==> src/rtl/button_debouncer_repeat_timer.sv <==
// Auto-repeat timer: counts held-high cycles from a press and ticks after DELAY cycles,
// then every PERIOD cycles. The count freezes while hold is high and clears when disabled.
module repeat_timer #(
    parameter int DELAY  = 50000000,
    parameter int PERIOD = 10000000,
    parameter int CNT_W  = 27
) (
    input  logic clock,
    input  logic reset_n,
    input  logic enable,
    input  logic start,
    input  logic hold,
    output logic tick
);

    typedef enum logic [1:0] {
        RT_IDLE   = 2'b00,
        RT_DELAY  = 2'b01,
        RT_PERIOD = 2'b10
    } phase_t;

    localparam logic [CNT_W-1:0] CNT_ZERO   = {CNT_W{1'b0}};
    localparam logic [CNT_W-1:0] CNT_ONE    = CNT_W'(1);
    localparam logic [CNT_W-1:0] DELAY_LIM  = CNT_W'(DELAY);
    localparam logic [CNT_W-1:0] PERIOD_LIM = CNT_W'(PERIOD);

    phase_t           phase_q, phase_d;
    logic [CNT_W-1:0] cnt_q, cnt_d;
    logic [CNT_W-1:0] cnt_inc_s;
    logic             tick_q, tick_d;

    // Next phase, count and tick; IDLE stays quiet until a press arms the timer.
    always_comb begin
        phase_d   = phase_q;
        cnt_d     = cnt_q;
        tick_d    = 1'b0;
        cnt_inc_s = cnt_q + CNT_ONE;
        if (!enable) begin
            phase_d = RT_IDLE;
            cnt_d   = CNT_ZERO;
        end else if (start) begin
            phase_d = RT_DELAY;
            cnt_d   = CNT_ZERO;
        end else if (hold) begin
            phase_d = phase_q;
            cnt_d   = cnt_q;
        end else begin
            case (phase_q)
                RT_IDLE: begin
                    cnt_d = CNT_ZERO;
                end
                RT_DELAY: begin
                    if (cnt_inc_s == DELAY_LIM) begin
                        tick_d  = 1'b1;
                        cnt_d   = CNT_ZERO;
                        phase_d = RT_PERIOD;
                    end else begin
                        cnt_d = cnt_inc_s;
                    end
                end
                RT_PERIOD: begin
                    if (cnt_inc_s == PERIOD_LIM) begin
                        tick_d = 1'b1;
                        cnt_d  = CNT_ZERO;
                    end else begin
                        cnt_d = cnt_inc_s;
                    end
                end
                default: begin
                    phase_d = RT_IDLE;
                    cnt_d   = CNT_ZERO;
                end
            endcase
        end
    end

    // Timer state registers.
    always_ff @(posedge clock or negedge reset_n) begin
        if (!reset_n) begin
            phase_q <= RT_IDLE;
            cnt_q   <= CNT_ZERO;
            tick_q  <= 1'b0;
        end else begin
            phase_q <= phase_d;
            cnt_q   <= cnt_d;
            tick_q  <= tick_d;
        end
    end

    assign tick = tick_q;

endmodule

==> src/rtl/button_debouncer.sv <==
// Button debouncer: a new level is accepted after STABLE_CYCLES consecutive samples,
// with one-cycle press/release pulses and optional auto-repeat while held high.
module button_debouncer #(
    parameter logic DEFAULT       = 1'b0,
    parameter int   STABLE_CYCLES = 1000000,
    parameter int   REPEAT_ENABLE = 0,
    parameter int   REPEAT_DELAY  = 50000000,
    parameter int   REPEAT_PERIOD = 10000000
) (
    input  logic clock,
    input  logic reset_n,
    input  logic sync_input,
    output logic level,
    output logic press_pulse,
    output logic release_pulse,
    output logic repeat_pulse
);

    localparam int MAX_RPT = (REPEAT_DELAY > REPEAT_PERIOD) ? REPEAT_DELAY : REPEAT_PERIOD;
    localparam int MAX_ALL = (STABLE_CYCLES > MAX_RPT) ? STABLE_CYCLES : MAX_RPT;
    localparam int CNT_W   = $clog2(MAX_ALL) + 1;

    localparam logic [CNT_W-1:0] CNT_ZERO   = {CNT_W{1'b0}};
    localparam logic [CNT_W-1:0] CNT_ONE    = CNT_W'(1);
    localparam logic [CNT_W-1:0] STABLE_LIM = CNT_W'(STABLE_CYCLES);
    localparam logic             REP_EN     = (REPEAT_ENABLE != 0);

    typedef enum logic [1:0] {
        STABLE_LOW  = 2'b00,
        PEND_HIGH   = 2'b01,
        STABLE_HIGH = 2'b10,
        PEND_LOW    = 2'b11
    } state_t;

    localparam state_t RESET_STATE = DEFAULT ? STABLE_HIGH : STABLE_LOW;

    state_t           state_q, state_d;
    logic [CNT_W-1:0] cnt_q, cnt_d;
    logic             level_q, level_d;
    logic             press_q, press_d;
    logic             release_q, release_d;
    logic             rpt_enable_s;
    logic             rpt_hold_s;
    logic             rpt_tick_s;

    // Qualification FSM: the counter holds how many consecutive samples of the new value were seen.
    always_comb begin
        state_d   = state_q;
        cnt_d     = cnt_q;
        level_d   = level_q;
        press_d   = 1'b0;
        release_d = 1'b0;
        case (state_q)
            STABLE_LOW: begin
                if (sync_input) begin
                    if (STABLE_LIM == CNT_ONE) begin
                        state_d = STABLE_HIGH;
                        level_d = 1'b1;
                        press_d = 1'b1;
                        cnt_d   = CNT_ZERO;
                    end else begin
                        state_d = PEND_HIGH;
                        cnt_d   = CNT_ONE;
                    end
                end else begin
                    cnt_d = CNT_ZERO;
                end
            end
            PEND_HIGH: begin
                if (sync_input) begin
                    if ((cnt_q + CNT_ONE) == STABLE_LIM) begin
                        state_d = STABLE_HIGH;
                        level_d = 1'b1;
                        press_d = 1'b1;
                        cnt_d   = CNT_ZERO;
                    end else begin
                        cnt_d = cnt_q + CNT_ONE;
                    end
                end else begin
                    state_d = STABLE_LOW;
                    cnt_d   = CNT_ZERO;
                end
            end
            STABLE_HIGH: begin
                if (!sync_input) begin
                    if (STABLE_LIM == CNT_ONE) begin
                        state_d   = STABLE_LOW;
                        level_d   = 1'b0;
                        release_d = 1'b1;
                        cnt_d     = CNT_ZERO;
                    end else begin
                        state_d = PEND_LOW;
                        cnt_d   = CNT_ONE;
                    end
                end else begin
                    cnt_d = CNT_ZERO;
                end
            end
            PEND_LOW: begin
                if (!sync_input) begin
                    if ((cnt_q + CNT_ONE) == STABLE_LIM) begin
                        state_d   = STABLE_LOW;
                        level_d   = 1'b0;
                        release_d = 1'b1;
                        cnt_d     = CNT_ZERO;
                    end else begin
                        cnt_d = cnt_q + CNT_ONE;
                    end
                end else begin
                    state_d = STABLE_HIGH;
                    cnt_d   = CNT_ZERO;
                end
            end
            default: begin
                state_d = RESET_STATE;
                cnt_d   = CNT_ZERO;
                level_d = DEFAULT;
            end
        endcase
    end

    // Debouncer state and registered outputs.
    always_ff @(posedge clock or negedge reset_n) begin
        if (!reset_n) begin
            state_q   <= RESET_STATE;
            cnt_q     <= CNT_ZERO;
            level_q   <= DEFAULT;
            press_q   <= 1'b0;
            release_q <= 1'b0;
        end else begin
            state_q   <= state_d;
            cnt_q     <= cnt_d;
            level_q   <= level_d;
            press_q   <= press_d;
            release_q <= release_d;
        end
    end

    // Repeat runs while the level is high; it pauses on a possible release and stops on leaving high.
    assign rpt_enable_s = REP_EN & ((state_d == STABLE_HIGH) | (state_d == PEND_LOW));
    assign rpt_hold_s   = (state_d == PEND_LOW);

    repeat_timer #(
        .DELAY  (REPEAT_DELAY),
        .PERIOD (REPEAT_PERIOD),
        .CNT_W  (CNT_W)
    ) u_repeat_timer (
        .clock   (clock),
        .reset_n (reset_n),
        .enable  (rpt_enable_s),
        .start   (press_d),
        .hold    (rpt_hold_s),
        .tick    (rpt_tick_s)
    );

    assign level         = level_q;
    assign press_pulse   = press_q;
    assign release_pulse = release_q;
    assign repeat_pulse  = rpt_tick_s;

endmodule

==> config.mk <==
export PLATFORM = sky130hd
export DESIGN_NAME = button_debouncer
export DESIGN_NICKNAME = d
export VERILOG_FILES = /design/src/rtl/button_debouncer_repeat_timer.sv /design/src/rtl/button_debouncer.sv
export SDC_FILE = /design/constraint.sdc
export NUM_CORES = 1
export LEC_CHECK = 0
export ABC_AREA = 0
export BUFFER_PORTS_ARGS = -buffer_cell sky130_fd_sc_hd__buf_2
export CAP_MARGIN = 20
export CORE_ASPECT_RATIO = 1.2
export CORE_MARGIN = 2
export CORE_UTILIZATION = 54
export CTS_CLUSTER_DIAMETER = 80
export CTS_CLUSTER_SIZE = 40
export DETAILED_ROUTE_END_ITERATION = 16
export GPL_ROUTABILITY_DRIVEN = 0
export HOLD_SLACK_MARGIN = 0.15
export PLACE_DENSITY = 0.76
export SETUP_SLACK_MARGIN = 0.2
export SYNTH_ARGS = -nofsm -noshare
export SYNTH_HDL_FRONTEND = slang
export SYNTH_SLANG_ARGS = --single-unit
==> constraint.sdc <==
create_clock -name clock -period 2.8 [get_ports clock]
set_input_delay 0.7 -clock clock [delete_from_list [all_inputs] [get_ports clock]]
set_output_delay 0.7 -clock clock [all_outputs]
set_load 0.1 [all_outputs]
==> impl_metrics.ini, run 1 <==
[status]
status = finished, final reports clean

[setup_path]
crit_arrival_ps = 2730
regToRegStartpoint = cnt_q[1]
crit_type = flop to flop
critPathLaunch = cnt_q[1]
cp-end-kind = flop
crit_fanout = 6
cp-start-kind = flop
cp.required_ps = 2980

[sta]
fmax_mhz = 391
holdWs_ps = 456
fin_worst_skew_ps = 9.87
maxSlewHeadroom_pct = 53.0
slew_violations = 0
tightest_slew_ps = 705
final_hold_viol_count = 0
finalSetupViolCount = 0
finalCritPeriodShare_pct = 91.2
min_period_ps = 2550
setup_tns_ps = 0
rsz0062_at_grt = false

[cells_and_area]
layout-drive-gt1-share_pct = 24.6
final_util_pct = 65.4
nets = 251
diodes = 0
finalNonFillerCells = 300
synthToLayoutAreaGrowth_pct = 16.7

[clock_network]
clk-insertion-delay-late_ps = 290
cts_buffers = 5
cts.clk_slew.worst_paths_ps = 70
cts_root_buffer = clkbuf_8
clock-sinks = 32
hold_buffers = 0
clockBufferDepth = 2
h-tree-depth = 2
tritoncts = done

[logic_synthesis]
synth_seq_area_share_pct = 39.3
syn-num-nets = 234
synthArstFlopShare_pct = 100
syn_area_per_cell_um2 = 8.86
synthesis.area_um2 = 2040
yosysTopAreaCell = dfrtp_1
synth_top_area_share_pct = 39.3
ys_ff_latch = 32
synthTopCellsByCount = 32 x dfrtp_1, 29 x nor2_1, 18 x nand2_1, 18 x xnor2_1, 17 x nand3_1
yosys_warnings = 0
syn_inst = 230
synth_cell_type_count = 51
yosysMostFrequentCell = dfrtp_1
synthTopCellsByArea = dfrtp_1 39%, xnor2_1 7.7%, nor2_1 5.3%, xor2_1 4.3%, nand3_1 4.2%
ys.flop_type = dfrtp_1
synth-edff-count = 0

[global_routing]
grt_overflow = 0
grt_pass1_vias = 1575
grt_usage_pct = 23.6
grt_max_degree = 33
grt_pass1_wl_um = 7510
antenna_found_initial = 0

[drt]
vias = 1729
drt-total-wl_um = 4620
drc = 0
antenna_left = 0
viasPerCell = 5.76
drt_iter0_markers = 124
drtPass1Iterations = 4
wl_per_cell_um = 15.4

[placed_design]
dp_hpwl_um = 3180
numPortBuffers = 5
placedCellCount = 284

[flow_run]
maxCapViolCount = 0

[floorplanning]
core_um2 = 3630
start_util_pct = 56.1
die_w_um = 60.1
num_rows = 24
die_area_um2 = 4280
die_h_um = 71.3
ios = 7

[power]
p_leak_nw = 0.945
power.density_nw_per_um2 = 413
power.total_w = 0.000981
peakVddDrop_mv = 0.263

[min_path]
hold_path_class = input port to async pin
[cell usage in the layout (no fill, tap or decap), types with 3 or more instances in the layout]
| cell | instances |
|---|---|
| nor2_1 | 29 |
| dfrtp_1 | 27 |
| buf_4 | 20 |
| xnor2_1 | 18 |
| nand2_1 | 18 |
| nand3_1 | 17 |
| nor3_1 | 11 |
| xor2_1 | 10 |
| and2_1 | 6 |
| nand4_1 | 5 |
| and3_1 | 5 |
| o21ai_0 | 5 |
| clkbuf_8 | 5 |
| dfrtp_2 | 5 |
| buf_2 | 5 |
| inv_1 | 4 |
| a31o_2 | 4 |
| a21oi_1 | 4 |
| and4_2 | 3 |
| a211oi_1 | 3 |
[cell type report]
class,count,area (um2)
Clock buffer,6,72.6
Clock inverter,2,35.0
Fill cell,291,1260
Inverter,4,15.0
Multi-Input combinational cell,179,1210
Sequential cell,32,807
Tap cell,52,65.1
Timing Repair Buffer,25,175
[cells by family after synthesis]
kind of cell | Yosys count | synth area share [%]
other cells | 1 | 0.184
compound gates | 31 | 11.3
simple gates | 116 | 31.4
fa+ha+maj | 1 | 0.614
flops | 32 | 39.3
mux | 2 | 1.23
buf+inv | 19 | 3.93
xor+xnor | 28 | 12.0
[stage by stage]
step	worst slack [ps]	area, um2
global route	182	2380
floorplan	202	2040
CTS	211	2310
global placement	92.4	2150
detailed placement	39.0	2150
finish	246	2380
[state kept, by name (all words and copies together), names as in the netlist, named ones only]
| signal | flops |
|---|---|
| state_q | 1 |
| press_pulse | 1 |
| release_pulse | 1 |
| cnt_q | 27 |
| level | 1 |
[power by group]
group	switching (W)	internal, W	total [W]
registers	0.00000934	0.000469	0.000478
clock network	0.000174	0.000264	0.000438
logic	0.0000408	0.0000244	0.0000653
total	0.000224	0.000757	0.000981
[critical path: stages (launching register included)]
cell,delay [ps]
dfrtp_2,420
nand4_1,220
or4_2,760
mux2i_1,190
a21oi_2,170
and4_4,260
nand3_4,110
mux2_4,310
[path summary, 6_finish.rpt]
path / to / slack, ps / cells after the start
min in group clock: press_pulse / 590 / 1
max reg2reg: flop / 250 / 7
min: cnt_q[17] / 460 / 1
max in group asynchronous: cnt_q[12] / 1850 / 1
max: flop / 250 / 7
min reg2reg: press_pulse / 590 / 1
[metal layers]
metal  vias to the layer above  GRT usage, %  part of all wire (%)
met3                         5          6.32                   4.2
met4                         0          7.16                   1.0
met5                         -             0                     0
met1                       829          32.4                    46
met2                        48          36.2                    49
li1                        847             -                     -
[repair_timing]
action | CTS | global route
gates resized for setup | 4 | 14
pin swaps | 2 | 3
buffers inserted | 6 | 2
endpoints found under the setup margin | 9 | 13
Note: power is estimated with default switching activity, not from simulation.
==> run 2: changes to the inputs <==
CORE_UTILIZATION = 60   (was 54)
PLACE_DENSITY = 0.82   (was 0.76)
==> run 2 against run 1 <==
Final cell count decreased by 7.3%. Sequential share of layout area rose by 1.1 points. Total power is 8.4% lower. Clock power is 16% lower. Maximum frequency is 2.4% higher. Setup slack gained 60 ps. Register-to-register slack improved by 60 ps. Combinational power down 18%. Design area down 3.4%. Critical path type unchanged. Largest power group unchanged. Highest routed layer unchanged.
==> impl_metrics.ini, run 2 (synthesized netlist as in run 1, its figures left out) <==
[status]
status = finished, final reports clean

[sta]
slew_violations = 0
tightest_slew_ps = 689
final_hold_viol_count = 0
rsz0062_at_grt = false
finalCritPeriodShare_pct = 89.1
setup_tns_ps = 0
fin_worst_skew_ps = 4.66
maxSlewHeadroom_pct = 54.0
finalSetupViolCount = 0
min_period_ps = 2490
fmax_mhz = 401

[clock_network]
tritoncts = done
hold_buffers = 0
clockBufferDepth = 2
clk-insertion-delay-late_ps = 290
h-tree-depth = 2
cts_buffers = 5
cts_root_buffer = clkbuf_8
cts.clk_slew.worst_paths_ps = 60
clock-sinks = 32

[floorplanning]
die_area_um2 = 3880
die_w_um = 57.2
core_um2 = 3280
num_rows = 23
die_h_um = 67.8
start_util_pct = 62.1
ios = 7

[setup_path]
path_cells = ha_4 -> and4_2 -> nand4_1 -> or3_1 -> a211oi_2 -> o2111ai_2 -> nor4_4 -> buf_6 -> a211oi_1
crit_type = flop to flop
crit_family = simple AND/OR/NAND/NOR gates
crit_fanout = 8
slowest_delay_ps = 430
worst-path-buf-inv = 1
cp-end-kind = flop
cp.required_ps = 2950
cp_slowest_cell = dfrtp_2
cp-start-kind = flop
crit_arrival_ps = 2650

[cells_and_area]
fillCellCount = 260
largest_reg_flops = 27
diodes = 0
top_register = cnt_q
nets = 244
stdcell_area_um2 = 2300
final_util_pct = 70.0
layout_common_cells = 28 x nor2_1, 28 x dfrtp_1, 18 x xnor2_1, 18 x nand2_1, 17 x nand3_1
synthToLayoutAreaGrowth_pct = 12.7
layout-drive-gt1-share_pct = 22.0

[drt]
antenna_left = 0
drc = 0
drtPass1Iterations = 4
wl_per_cell_um = 16.8
drt_iter0_markers = 58
drt-total-wl_um = 4660
viasPerCell = 6.22
vias = 1730

[power]
internal_power_w = 0.000681
p_leak_nw = 0.904
peakVddDrop_mv = 0.391
pwr-share-clk_pct = 40.8
netSwitchingPower_w = 0.000218
combPwrFrac_pct = 6.0
p_seq_share_pct = 53.3
power.density_nw_per_um2 = 391
p_sw_share_pct = 24.2

[global_routing]
grt_usage_pct = 25.1
grt_overflow = 0
grt_pass1_vias = 1560
grt_pass1_wl_um = 7310
antenna_found_initial = 0
grt_max_degree = 33

[placed_design]
numPortBuffers = 5
dp_hpwl_um = 3140
place_area_um2 = 2130

[flow_run]
maxCapViolCount = 0

[min_path]
hold_path_class = input port to async pin
-- run 2: cell count changes in the layout (fill, tap and decap cells not counted), sizes merged --
cell | previous run | this run
buf | 25 | 18
bufinv | 1 | 0
clkinv | 1 | 2
-- run 2: final timing paths --
kind / slack, ps / cells after the start / start / to
max: 310 / 9 / cnt_q[0] / cnt_q[18]
min: 450 / 1 / reset_n / cnt_q[18]
max reg2reg: 310 / 9 / cnt_q[0] / cnt_q[18]
min reg2reg: 570 / 1 / flop / press_pulse
max in group asynchronous: 1860 / 1 / reset_n / cnt_q[4]
min in group clock: 570 / 1 / flop / press_pulse
-- run 2: layout make-up --
| type | instances | area (um2) | share of cell area [%] |
|---|---|---|---|
| multi-input combinational | 179 | 1210 | 52.7 |
| sequential | 32 | 806 | 35.1 |
| timing repair buffer | 18 | 126 | 5.50 |
| clock buffer | 6 | 82.6 | 3.60 |
| tap | 37 | 46.3 | 2.02 |
| inverter | 4 | 15.0 | 0.654 |
| clock inverter | 2 | 10.0 | 0.436 |
-- run 2: worst reg2reg max path: stages, from the launching register on --
cell,delay (ps)
dfrtp_2,430
ha_4,180
and4_2,280
nand4_1,140
or3_1,390
a211oi_2,260
o2111ai_2,180
nor4_4,260
buf_6,180
a211oi_1,60
-- run 2: layer usage --
metal | up-vias | share of wire [%] | track usage, %
li1 | 831 | - | -
met1 | 832 | 43 | 29.7
met2 | 54 | 50 | 45.0
met3 | 13 | 5.0 | 5.29
met4 | 0 | 2.4 | 9.59
met5 | - | 0 | 0
-- run 2: power by group through the flow --
stage	combinational, W	clock [W]	sequential [W]
6_report	0.0000537	0.000366	0.000479
5_1_grt	0.0000607	0.000386	0.000479
4_1_cts	0.0000530	0.000371	0.000476
3_5_place_dp	0.0000518	0	0.000484
3_3_place_gp	0.0000502	0	0.000484
2_1_floorplan	0.0000301	0	0.000483
-- run 2: stage by stage --
step / worst slack, ps / hold slack (ps) / cells / power, W
after floorplan: 202 / 404 / 230 / 0.000513
after global placement: 186 / 540 / 268 / 0.000534
after detailed placement: 180 / 558 / 268 / 0.000536
after CTS: 205 / 482 / 278 / 0.000900
after global routing: 140 / 525 / 278 / 0.000927
final: 305 / 454 / 278 / 0.000899
-- run 2: timing repair --
action / in CTS / in global routing
pin swaps: 0 / 4
endpoints found under the hold margin: 0 / 0
cloned: 0 / 0
endpoints found under the setup margin: 9 / 12
buffers inserted: 2 / 0
resized for setup: 2 / 15
==> run 3: changes to the inputs <==
CTS_CLUSTER_SIZE = default   (was 40)
MAX_ROUTING_LAYER = met4   (was default)
==> run 3 against run 2 <==
Global-route usage is 0.78 points higher. Register-to-register slack barely moved. Combinational power is essentially flat. Clock skew rose by 1.6 ps. Die area did not move. Maximum frequency shrank 0.18%. Sequential share of layout area stayed put. Clock power hardly changed. Setup slack got worse by 4.4 ps.
==> impl_metrics.ini, run 3 (synthesized netlist as in run 1, its figures left out) <==
[clock_network]
clk-insertion-delay-late_ps = 290
clock-sinks = 32
cts.clk_slew.worst_paths_ps = 60
cts_buffers = 5
tritoncts = done
h-tree-depth = 2
clockBufferDepth = 2
cts_root_buffer = clkbuf_8

[power]
pwr-share-clk_pct = 40.6
p_seq_share_pct = 53.4
peakVddDrop_mv = 0.389
power.density_nw_per_um2 = 391
internal_power_w = 0.000681
power.total_w = 0.000897
netSwitchingPower_w = 0.000216
p_leak_nw = 0.904
p_sw_share_pct = 24.1
combPwrFrac_pct = 6.0

[sta]
slew_violations = 0
fin_worst_skew_ps = 6.30
finalCritPeriodShare_pct = 89.3
rsz0062_at_grt = false
final_hold_viol_count = 0
tightest_slew_ps = 691
min_period_ps = 2500
fmax_mhz = 400
finalSetupViolCount = 0
maxSlewHeadroom_pct = 53.9
setup_tns_ps = 0

[floorplanning]
core_um2 = 3280
die_w_um = 57.2
num_rows = 23
die_h_um = 67.8
start_util_pct = 62.1
die_area_um2 = 3880
ios = 7

[global_routing]
antenna_found_initial = 0
grt_pass1_wl_um = 7330
grt_max_degree = 33
grt_overflow = 0
grt_pass1_vias = 1558
grt_usage_pct = 25.9

[cells_and_area]
final_util_pct = 70.0
top_register = cnt_q
largest_reg_flops = 27
layout-drive-gt1-share_pct = 22.0
nets = 244
layout_common_cells = 28 x nor2_1, 28 x dfrtp_1, 18 x xnor2_1, 18 x nand2_1, 17 x nand3_1
synthToLayoutAreaGrowth_pct = 12.7
diodes = 0

[setup_path]
r2r_cells = 9
worst_r2r_endpoint = cnt_q[18]
crit_arrival_ps = 2650
cp.required_ps = 2950
crit_type = flop to flop
crit_fanout = 8
regToRegStartpoint = cnt_q[0]
cp-start-kind = flop
rrSetupSlack_ps = 300
cp-end-kind = flop

[status]
status = finished, final reports clean

[placed_design]
numPortBuffers = 5
dp_hpwl_um = 3140

[drt]
antenna_left = 0
drt-total-wl_um = 4650
drtPass1Iterations = 4
drt_iter0_markers = 49
drc = 0
vias = 1725
wl_per_cell_um = 16.7
viasPerCell = 6.21

[flow_run]
maxCapViolCount = 0

[min_path]
hold_path_class = input port to async pin
[run 3: cell counts in the layout (fill, tap and decap cells not counted)]
Identical to the previous run, type by type.
[run 3: worst max-delay path by stage]
stage	start	to	slack, ps	cells after the start
floorplan	cnt_q[0]	cnt_q[1]	200	9
global placement	cnt_q[3]	cnt_q[18]	190	8
detailed placement	cnt_q[3]	cnt_q[18]	180	8
CTS	cnt_q[0]	flop	210	7
global route	cnt_q[0]	cnt_q[18]	140	9
finish	cnt_q[0]	cnt_q[18]	300	9
[run 3: worst max-delay path: stages, from the launching register on]
cell and delay [ps]:
dfrtp_2 430, ha_4 180, and4_2 280, nand4_1 140, or3_1 390, a211oi_2 260
o2111ai_2 180, nor4_4 260, buf_6 180, a211oi_1 60
[run 3: timing repair]
| item | in CTS | in global routing |
|---|---|---|
| buffers inserted | 2 | 0 |
| gates resized for setup | 2 | 15 |
| hold buffers | 0 | 0 |
| setup endpoints to repair | 9 | 12 |
| pin swaps | 0 | 4 |
[run 3: per-layer routing]
layer	part of all wire (%)	wire, um	vias up	track usage (%)
met5	0	0	-	-
met4	1.9	90	0	9.59
met3	4.5	207	9	5.10
met2	50	2320	49	44.8
met1	44	2030	832	30.1
li1	-	-	835	-
[run 3: stage by stage]
stage,std cells,hold slack [ps],setup WS (ps),cell area [um2]
floorplan,230,404,202,2040
global placement,268,540,186,2130
detailed placement,268,558,180,2130
CTS,278,482,205,2240
global route,278,525,140,2300
finish,278,456,301,2300
[run 3: area by class of cell]
cell class                 instances  area, um2
fill                             260        985
timing repair buffer              18        126
inverter                           4       15.0
clock inverter                     2       10.0
clock buffer                       6       82.6
multi-input combinational        179       1210
tap                               37       46.3
sequential                        32        806
[run 3: power groups by stage]
stage | clock network, W | logic (W) | registers, W
finish | 0.000365 | 0.0000538 | 0.000479
global route | 0.000386 | 0.0000607 | 0.000479
floorplan | 0 | 0.0000301 | 0.000483
CTS | 0.000371 | 0.0000530 | 0.000476
global placement | 0 | 0.0000502 | 0.000484
detailed placement | 0 | 0.0000518 | 0.000484
